===== config.mk =====
export PLATFORM = sky130hd
export DESIGN_NAME = mdio_master
export DESIGN_NICKNAME = d
export VERILOG_FILES = /design/src/rtl/mdio_master.sv
export SDC_FILE = /design/constraint.sdc
export NUM_CORES = 1
export LEC_CHECK = 0
export ABC_AREA = 1
export CAP_MARGIN = 0
export CORE_MARGIN = 4
export CORE_UTILIZATION = 47
export CTS_BUF_LIST = sky130_fd_sc_hd__clkbuf_2
export CTS_CLUSTER_DIAMETER = 100
export DETAILED_ROUTE_END_ITERATION = 7
export PLACE_DENSITY = 0.75
export SYNTH_ARGS = -nofsm -noshare
export SYNTH_HDL_FRONTEND = slang
export SYNTH_SLANG_ARGS = --single-unit

===== constraint.sdc =====
create_clock -name clk_200m -period 2.8 [get_ports clk_200m]
set_input_delay 0.56 -clock clk_200m [delete_from_list [all_inputs] [get_ports clk_200m]]
set_output_delay 0.56 -clock clk_200m [all_outputs]
set_load 0.05 [all_outputs]

===== src/rtl/mdio_master.sv =====
// Clause-22 MDIO management initiator: divides clk_200m down to MDC and
// serialises read/write frames, sampling the responder late in the MDC high phase.
module mdio_master #(
    parameter int MDC_DIV = 40,
    parameter int PRE_LEN = 32
) (
    input  logic        clk_200m,
    input  logic        rst_200m,
    input  logic        cmd_valid,
    output logic        cmd_ready,
    input  logic        cmd_write,
    input  logic [4:0]  cmd_phyad,
    input  logic [4:0]  cmd_regad,
    input  logic [15:0] cmd_wdata,
    output logic        busy,
    output logic [15:0] rd_data,
    output logic        rd_valid,
    output logic        rd_ta_err,
    output logic        mdc,
    output logic        mdio_out,
    output logic        mdio_oen,
    input  logic        mdio_in,
    output logic [2:0]  fsm_state
);
    localparam int PW = (MDC_DIV > 1) ? $clog2(MDC_DIV) : 1;
    localparam logic [PW-1:0] PH_LAST = PW'(MDC_DIV - 1);
    localparam logic [5:0] PRE_LAST = (PRE_LEN > 0) ? 6'(PRE_LEN - 1) : 6'd0;

    typedef enum logic [2:0] {
        ST_IDLE = 3'd0,
        ST_PRE  = 3'd1,
        ST_HDR  = 3'd2,
        ST_TA   = 3'd3,
        ST_DATA = 3'd4,
        ST_END  = 3'd5
    } state_t;

    state_t        state;
    logic [PW-1:0] ph;
    logic [5:0]    bit_cnt;
    logic [31:0]   frame;
    logic          wr;
    logic [15:0]   rd_shift;
    logic          ta_err;
    logic          mdio_meta;
    logic          mdio_sync;
    logic          bit_end;
    logic          tail_out;

    assign fsm_state = state;
    assign busy      = ~cmd_ready;
    // Handshake: a command transfers on a cycle where cmd_valid & cmd_ready are
    // both high; cmd_ready is high only in IDLE, so cmd_valid while busy is ignored.
    assign bit_end   = mdc && (ph == PH_LAST);
    // After the header, reads release the line; writes keep shifting the frame.
    assign tail_out  = wr ? frame[30] : 1'b1;

    always_ff @(posedge clk_200m) begin
        if (rst_200m) begin
            mdio_meta <= 1'b1;
            mdio_sync <= 1'b1;
        end else begin
            mdio_meta <= mdio_in;
            mdio_sync <= mdio_meta;
        end
    end

    always_ff @(posedge clk_200m) begin
        if (rst_200m) begin
            state     <= ST_IDLE;
            cmd_ready <= 1'b0;
            ph        <= '0;
            bit_cnt   <= '0;
            mdc       <= 1'b0;
            mdio_out  <= 1'b1;
            mdio_oen  <= 1'b1;
            frame     <= '0;
            wr        <= 1'b0;
            rd_shift  <= '0;
            ta_err    <= 1'b0;
            rd_data   <= '0;
            rd_valid  <= 1'b0;
            rd_ta_err <= 1'b0;
        end else begin
            rd_valid <= 1'b0;
            if (state == ST_IDLE) begin
                mdc <= 1'b0;
                ph  <= '0;
                if (cmd_valid && cmd_ready) begin
                    cmd_ready <= 1'b0;
                    wr        <= cmd_write;
                    frame     <= {2'b01, (cmd_write ? 2'b01 : 2'b10), cmd_phyad,
                                  cmd_regad, 2'b10, cmd_wdata};
                    mdio_oen  <= 1'b0;
                    if (PRE_LEN > 0) begin
                        state    <= ST_PRE;
                        bit_cnt  <= PRE_LAST;
                        mdio_out <= 1'b1;
                    end else begin
                        state    <= ST_HDR;
                        bit_cnt  <= 6'd13;
                        mdio_out <= 1'b0;
                    end
                end else begin
                    cmd_ready <= 1'b1;
                end
            end else begin
                if (ph == PH_LAST) begin
                    ph  <= '0;
                    mdc <= ~mdc;
                end else begin
                    ph <= ph + 1'b1;
                end

                // Bit boundary: sample the responder, then present the next bit.
                if (bit_end) begin
                    case (state)
                        ST_PRE: begin
                            if (bit_cnt != 6'd0) begin
                                bit_cnt <= bit_cnt - 6'd1;
                            end else begin
                                state    <= ST_HDR;
                                bit_cnt  <= 6'd13;
                                mdio_out <= frame[31];
                            end
                        end
                        ST_HDR: begin
                            frame <= {frame[30:0], 1'b0};
                            if (bit_cnt != 6'd0) begin
                                bit_cnt  <= bit_cnt - 6'd1;
                                mdio_out <= frame[30];
                            end else begin
                                state    <= ST_TA;
                                bit_cnt  <= 6'd1;
                                mdio_out <= tail_out;
                                mdio_oen <= ~wr;
                            end
                        end
                        ST_TA: begin
                            frame    <= {frame[30:0], 1'b0};
                            mdio_out <= tail_out;
                            if (bit_cnt != 6'd0) begin
                                bit_cnt <= bit_cnt - 6'd1;
                            end else begin
                                ta_err  <= mdio_sync;
                                state   <= ST_DATA;
                                bit_cnt <= 6'd15;
                            end
                        end
                        ST_DATA: begin
                            frame    <= {frame[30:0], 1'b0};
                            rd_shift <= {rd_shift[14:0], mdio_sync};
                            if (bit_cnt != 6'd0) begin
                                bit_cnt  <= bit_cnt - 6'd1;
                                mdio_out <= tail_out;
                            end else begin
                                state    <= ST_END;
                                bit_cnt  <= 6'd0;
                                mdio_out <= 1'b1;
                                mdio_oen <= 1'b1;
                            end
                        end
                        ST_END: begin
                            state     <= ST_IDLE;
                            cmd_ready <= 1'b1;
                            mdio_out  <= 1'b1;
                            mdio_oen  <= 1'b1;
                            if (!wr) begin
                                rd_valid  <= 1'b1;
                                rd_data   <= rd_shift;
                                rd_ta_err <= ta_err;
                            end
                        end
                        default: begin
                            state    <= ST_IDLE;
                            mdio_out <= 1'b1;
                            mdio_oen <= 1'b1;
                        end
                    endcase
                end
            end
        end
    end
endmodule

Word level (Yosys, flattened, before mapping):

Cells that the tools add are included.

* flip-flop bits (word level): 89
* output and inout port bits: 26

* add/subtract/negate cells: 2
* equal/unequal tests: 12
* mux-type cells: 40
* bitwise operators: 7
* reductions and logical operators: 23

Operators by type and width (number)
* 2-to-1 mux 32 bit: 4
* 2-to-1 mux 6 bit: 7
* case mux 6 bit (4 select lines): 1
* 2-to-1 mux 3 bit: 7
* 2-to-1 mux 1 bit: 17
* inequality test 3 bit, second input constant: 4
* case mux 3 bit (4 select lines): 1
* AND reduction 3 bit: 4
* AND reduction 4 bit: 2
* inverter 1 bit: 7
* adder 6 x 1 -> 6 bit, second input constant: 1
* equality test 3 x 2 -> 1 bit, second input constant: 2
* equality test 3 bit, second input constant: 2
* equality test 6 bit, second input constant: 1
* AND reduction 6 bit: 1
* nonzero test 2 bit: 3
* nonzero test 6 bit: 1
* OR reduction 3 bit: 2
* subtractor 6 x 1 -> 6 bit, second input constant: 1
* AND reduction 5 bit: 1
* nonzero test 5 bit: 1
* inequality test 2 x 1 -> 1 bit, second input constant: 2
* case mux 1 bit (4 select lines): 1
* AND reduction 2 bit: 2
* other kinds (7): 9

Logic depth before layout (Yosys ltp):

* depth in word-level cells: 5
* gate-level depth with buffers: 11

Worst setup path before layout:

OpenSTA, ideal clock, no wires.

* kind: register to register
* start: reg state[0], in the netlist fsm_state[0]
* end: reg frame[20]
* data arrival time: 1.663 ns
* required time: 2.687 ns
* path slack: 1.024 ns
* cell stages (with the launch flop): 10
* path buffers: 2
* period minus slack after synthesis: 1.776 ns
* cells stage by stage: dfxtp_1 nor2_1 nand2_1 nand3_2 nand2_2 nand2_2 buf_6 buf_6 o21ai_1 nor2_1

* word-level cells in the longest chain between the ends: 4
* elaborated cells between the ends (all ways): 10

Ends and longest elaborated chain
* from (decl): RTL line 38 `state_t state;`
* from (signal assigned): RTL line 70 `state <= ST_IDLE;`
* from (signal assigned): RTL line 96 `state <= ST_PRE;`
* from (signal assigned): RTL line 100 `state <= ST_HDR;`
* equality test 3 bit / equality test 3 x 2 -> 1 bit (equally long branches): RTL line 117 `case (state)`
* OR reduction 3 bit (no line)
* nonzero test 2 bit (no line)
* AND reduction 3 bit (no line)
* to (signal assigned): RTL line 128 `frame <= {frame[30:0], 1'b0};`
* to (signal assigned): RTL line 140 `frame <= {frame[30:0], 1'b0};`
* to (signal assigned): RTL line 151 `frame <= {frame[30:0], 1'b0};`
* to (decl): RTL line 41 `logic [31:0] frame;`

Parallel ways exist; a longest one is shown, timed or not.
A chain may end at the register's enable or synchronous reset.

Worst setup path after layout:

* start: reg state[0], in the netlist fsm_state[0]
* end: out fsm_state[0]

RTL lines
* to (decl): RTL line 23 `output logic [2:0] fsm_state`

No word-level cell between the ends.

==> results.tsv <==
stage	metric	value	unit
pwr	pwr dens	985	nW/um^2
timing	Max Freq	397	MHz
clock_tree	Inserted Clock Buffers	9	
timing	Setup WS post-layout	0.284	ns
timing	min Tclk post-route	2.52	ns
finish	antenna cells	0	
synthesis	Synthesized Nets	606	
finish	most frequent cells in the layout	nand2_1 (127), nor2_1 (121), dfxtp_1 (89), o21ai_0 (58), clkdlybuf4s50_1 (56)	
synthesis	post-synth top area share	0.450	
run_status	outcome	complete, no violations	
min_path	hold path depth	1	
clock_tree	setup bufs post-CTS	0	
grt	initial antenna violation count	0	
worst_setup_path	Setup crit start kind	register	
route	uppermost layer routed	met4	
clock_tree	Clock Tree Root	clkbuf_2	
worst_setup_path	worst r2r dst	frame[16]	
route	M1 wire length	3.95	mm
timing	Rel. slew slack	0.427	
timing	Tcrit/Tclk final	0.898	
pwr	Max rail drop VDD	0.000458	V
die	Starting Density	0.482	
pwr	Switch Pwr	2290	uW
worst_setup_path	Worst R2R Path Depth	7	
finish	final instance count without filler cells	728	
pwr	Clock Power Share	0.138	
synthesis	Mapped Cells	572	
timing	Pins Over Slew Limit	0	
finish	most common cell after layout, fill and taps aside	nand2_1	
die	core area	8220	um^2
die	# rows	33	
synthesis	sequential area share after synthesis	0.450	
clock_tree	CTS clock-pin slew for the worst setup and hold paths	0.26	ns
route	vias	3626	
finish	footprint of the multi-input gates	1840	um^2
timing	setup TNS	0	ns
worst_setup_path	R2R setup slack	0.52	ns
worst_setup_path	crit path DAT	1.96	ns
min_path	type of the tightest min-delay check	register to register	
grt	GRT overflow	0	
clock_tree	Max clock buf depth	2	
worst_setup_path	CP max stage cell	clkdlybuf4s50_1	
worst_setup_path	CP Capture Type	primary output	
route	routed vias/inst	4.98	
synthesis	synthesis-stage register bit count	89	
pwr	Sw Ratio	0.498	
route	post-route ant nets	0	
synthesis	area leader, netlist	dfxtp_1	
place	DP HPWL	5.81	mm
timing	worst slew pin tran	0.858	ns
pwr	part of the power in registers	0.349	
grt	largest net degree at the start of global routing	54	
place	pre-CTS setup slack	0.542	ns
grt	vias in the first global route	3206	
finish	Design Area, Final	4660	um^2
place	placed cell areas	4540	um^2
clock_tree	clk sinks	89	
timing	RSZ-0062 raised after global routing	false	
clock_tree	hold buffers post-CTS	0	
die	Die Area	9960	um^2
route	drt total wl	8.43	mm
worst_setup_path	Max Fanout on Critical Path	7	
clock_tree	CTS H-Tree Depth	3	
synthesis	YS warnings	0	
finish	final design utilization	0.567	
worst_setup_path	cell class contributing the biggest share of worst-path delay	buffers and inverters	
synthesis	Yosys cell types	32	
die	IO Pins	57	
place	GPL Wtd Cong	0.894	
worst_setup_path	Worst path max stage delay	0.89	ns
synthesis	Post-Syn Area	3960	um^2
finish	number of nets in the layout	652	
timing	# setup viols final	0	
pwr	P_int	2300	uW
timing	Final Hold Vio Count	0	
finish	Reg area	1780	um^2
synthesis	Mean Syn Cell Area	6.92	um^2
place	IO buf count	56	
grt	global-route wire length before repair	14.3	mm
route	DR WL/cell	11.6	um
min_path	Worst Min Path Start	mdio_meta	
pwr	logic gate share of total power	0.514	
route	DR iter-0 viols	134	
route	WL met3	429	um
place	Placed Instances	712	
min_path	Worst Hold End	mdio_sync	
worst_setup_path	R2R Path Start	fsm_state[1]	
route	DR pass1 iterations	4	
pwr	Leak	0.00197	uW
grt	GR Util All Layers	0.170	
route	DR WL met2	3.95	mm
clock_tree	Worst-Skew Late Latency	0.53	ns
worst_setup_path	worst path required time	2.24	ns
timing	Clock Skew	0.0297	ns
clock_tree	CTS tree	done	
finish	synthesis-to-layout area growth	17.7	%
synthesis	top cells by area, synth	dfxtp_1 (45%), nand2_1 (12%), nor2_1 (11%)	
die	height of the chip	99.8	um
route	DRC	0	
finish	share of cells above drive strength 1	0.0738	
finish	number of fill cells	818	
worst_setup_path	Crit path buffers/inverters	1	
run	Max-Cap Viols	0	
clock_tree	Post-CTS Resized	0	
worst_setup_path	critical path class	register to primary output	
die	chip width	99.8	um
worst_setup_path	CP Cell Sequence	clkdlybuf4s50_1	
## cell type report
type | instances | share of cell area
clock buffer | 9 | 0.00967
clock inverter | 7 | 0.0153
inverter | 49 | 0.0400
multi-input combinational | 407 | 0.394
sequential | 89 | 0.382
tap | 105 | 0.0282
timing repair buffer | 62 | 0.130
## flip-flops by register name, summed over array words and instances, names as in the netlist
| name | cells |
|---|---|
| bit_cnt | 6 |
| cmd_ready | 1 |
| frame | 32 |
| fsm_state | 3 |
| mdc | 1 |
| mdio_meta | 1 |
| mdio_oen | 1 |
| mdio_out | 1 |
| mdio_sync | 1 |
| ph | 6 |
| rd_data | 16 |
| rd_shift | 16 |
| rd_ta_err | 1 |
| rd_valid | 1 |
| ta_err | 1 |
| wr | 1 |
## power groups by stage
stage	Sequential (uW)	Clock [uW]	Combinational, uW
after floorplan	1730	0	1770
after global placement	1610	0	2280
after detailed placement	1620	0	2330
after CTS	1600	654	2350
after global routing	1630	708	2650
final	1600	632	2360
## cell families after synthesis
family | count (synthesis) | share of synthesized area
simple gates | 292 | 0.307
compound gates | 110 | 0.143
flops | 89 | 0.450
buf+inv | 76 | 0.0859
fa+ha+maj | 3 | 0.00948
xor+xnor | 2 | 0.00442
## cells in the mapped netlist
master,instances
inv_1,43
dfxtp_1,89
nand3_1,17
inv_2,5
nor3_1,4
o21ai_1,17
nor2_2,1
o21ai_0,58
buf_6,4
o2111ai_1,1
a21oi_1,30
o211ai_1,1
ha_1,3
nand2_2,5
buf_2,12
nand4_1,5
inv_4,1
nand2_4,1
nor2_4,4
xor2_1,1
a21oi_2,1
buf_1,1
o21a_1,1
nor2_1,121
or2_2,3
xnor2_1,1
clkbuf_1,8
nand2_1,127
buf_4,2
nand3_2,3
nor3b_1,1
o21bai_1,1
## through the flow
| step | hold slack [ns] | total power [uW] |
|---|---|---|
| after floorplan | 0.389 | 3490 |
| after global placement | 0.391 | 3890 |
| after detailed placement | 0.400 | 3950 |
| after CTS | 0.447 | 4600 |
| after global routing | 0.481 | 4990 |
| final | 0.440 | 4590 |
## worst max-delay path by stage
stage | from | to | slack, ns | cells after the start
after global routing | fsm_state[0] | fsm_state[0] | 0.18 | 1
after global placement | cmd_valid | frame[23] | 0.57 | 9
after CTS | fsm_state[0] | fsm_state[0] | 0.26 | 1
after detailed placement | cmd_valid | frame[16] | 0.54 | 9
final | fsm_state[0] | fsm_state[0] | 0.28 | 1
after floorplan | fsm_state[0] | frame[20] | 1.02 | 9
## routing by layer
metal	up-vias	global-route usage
li1	1905	-
met5	-	0
met4	0	0.0525
met2	93	0.284
met1	1616	0.225
met3	12	0.0285
(Power assumes the default switching activity.)
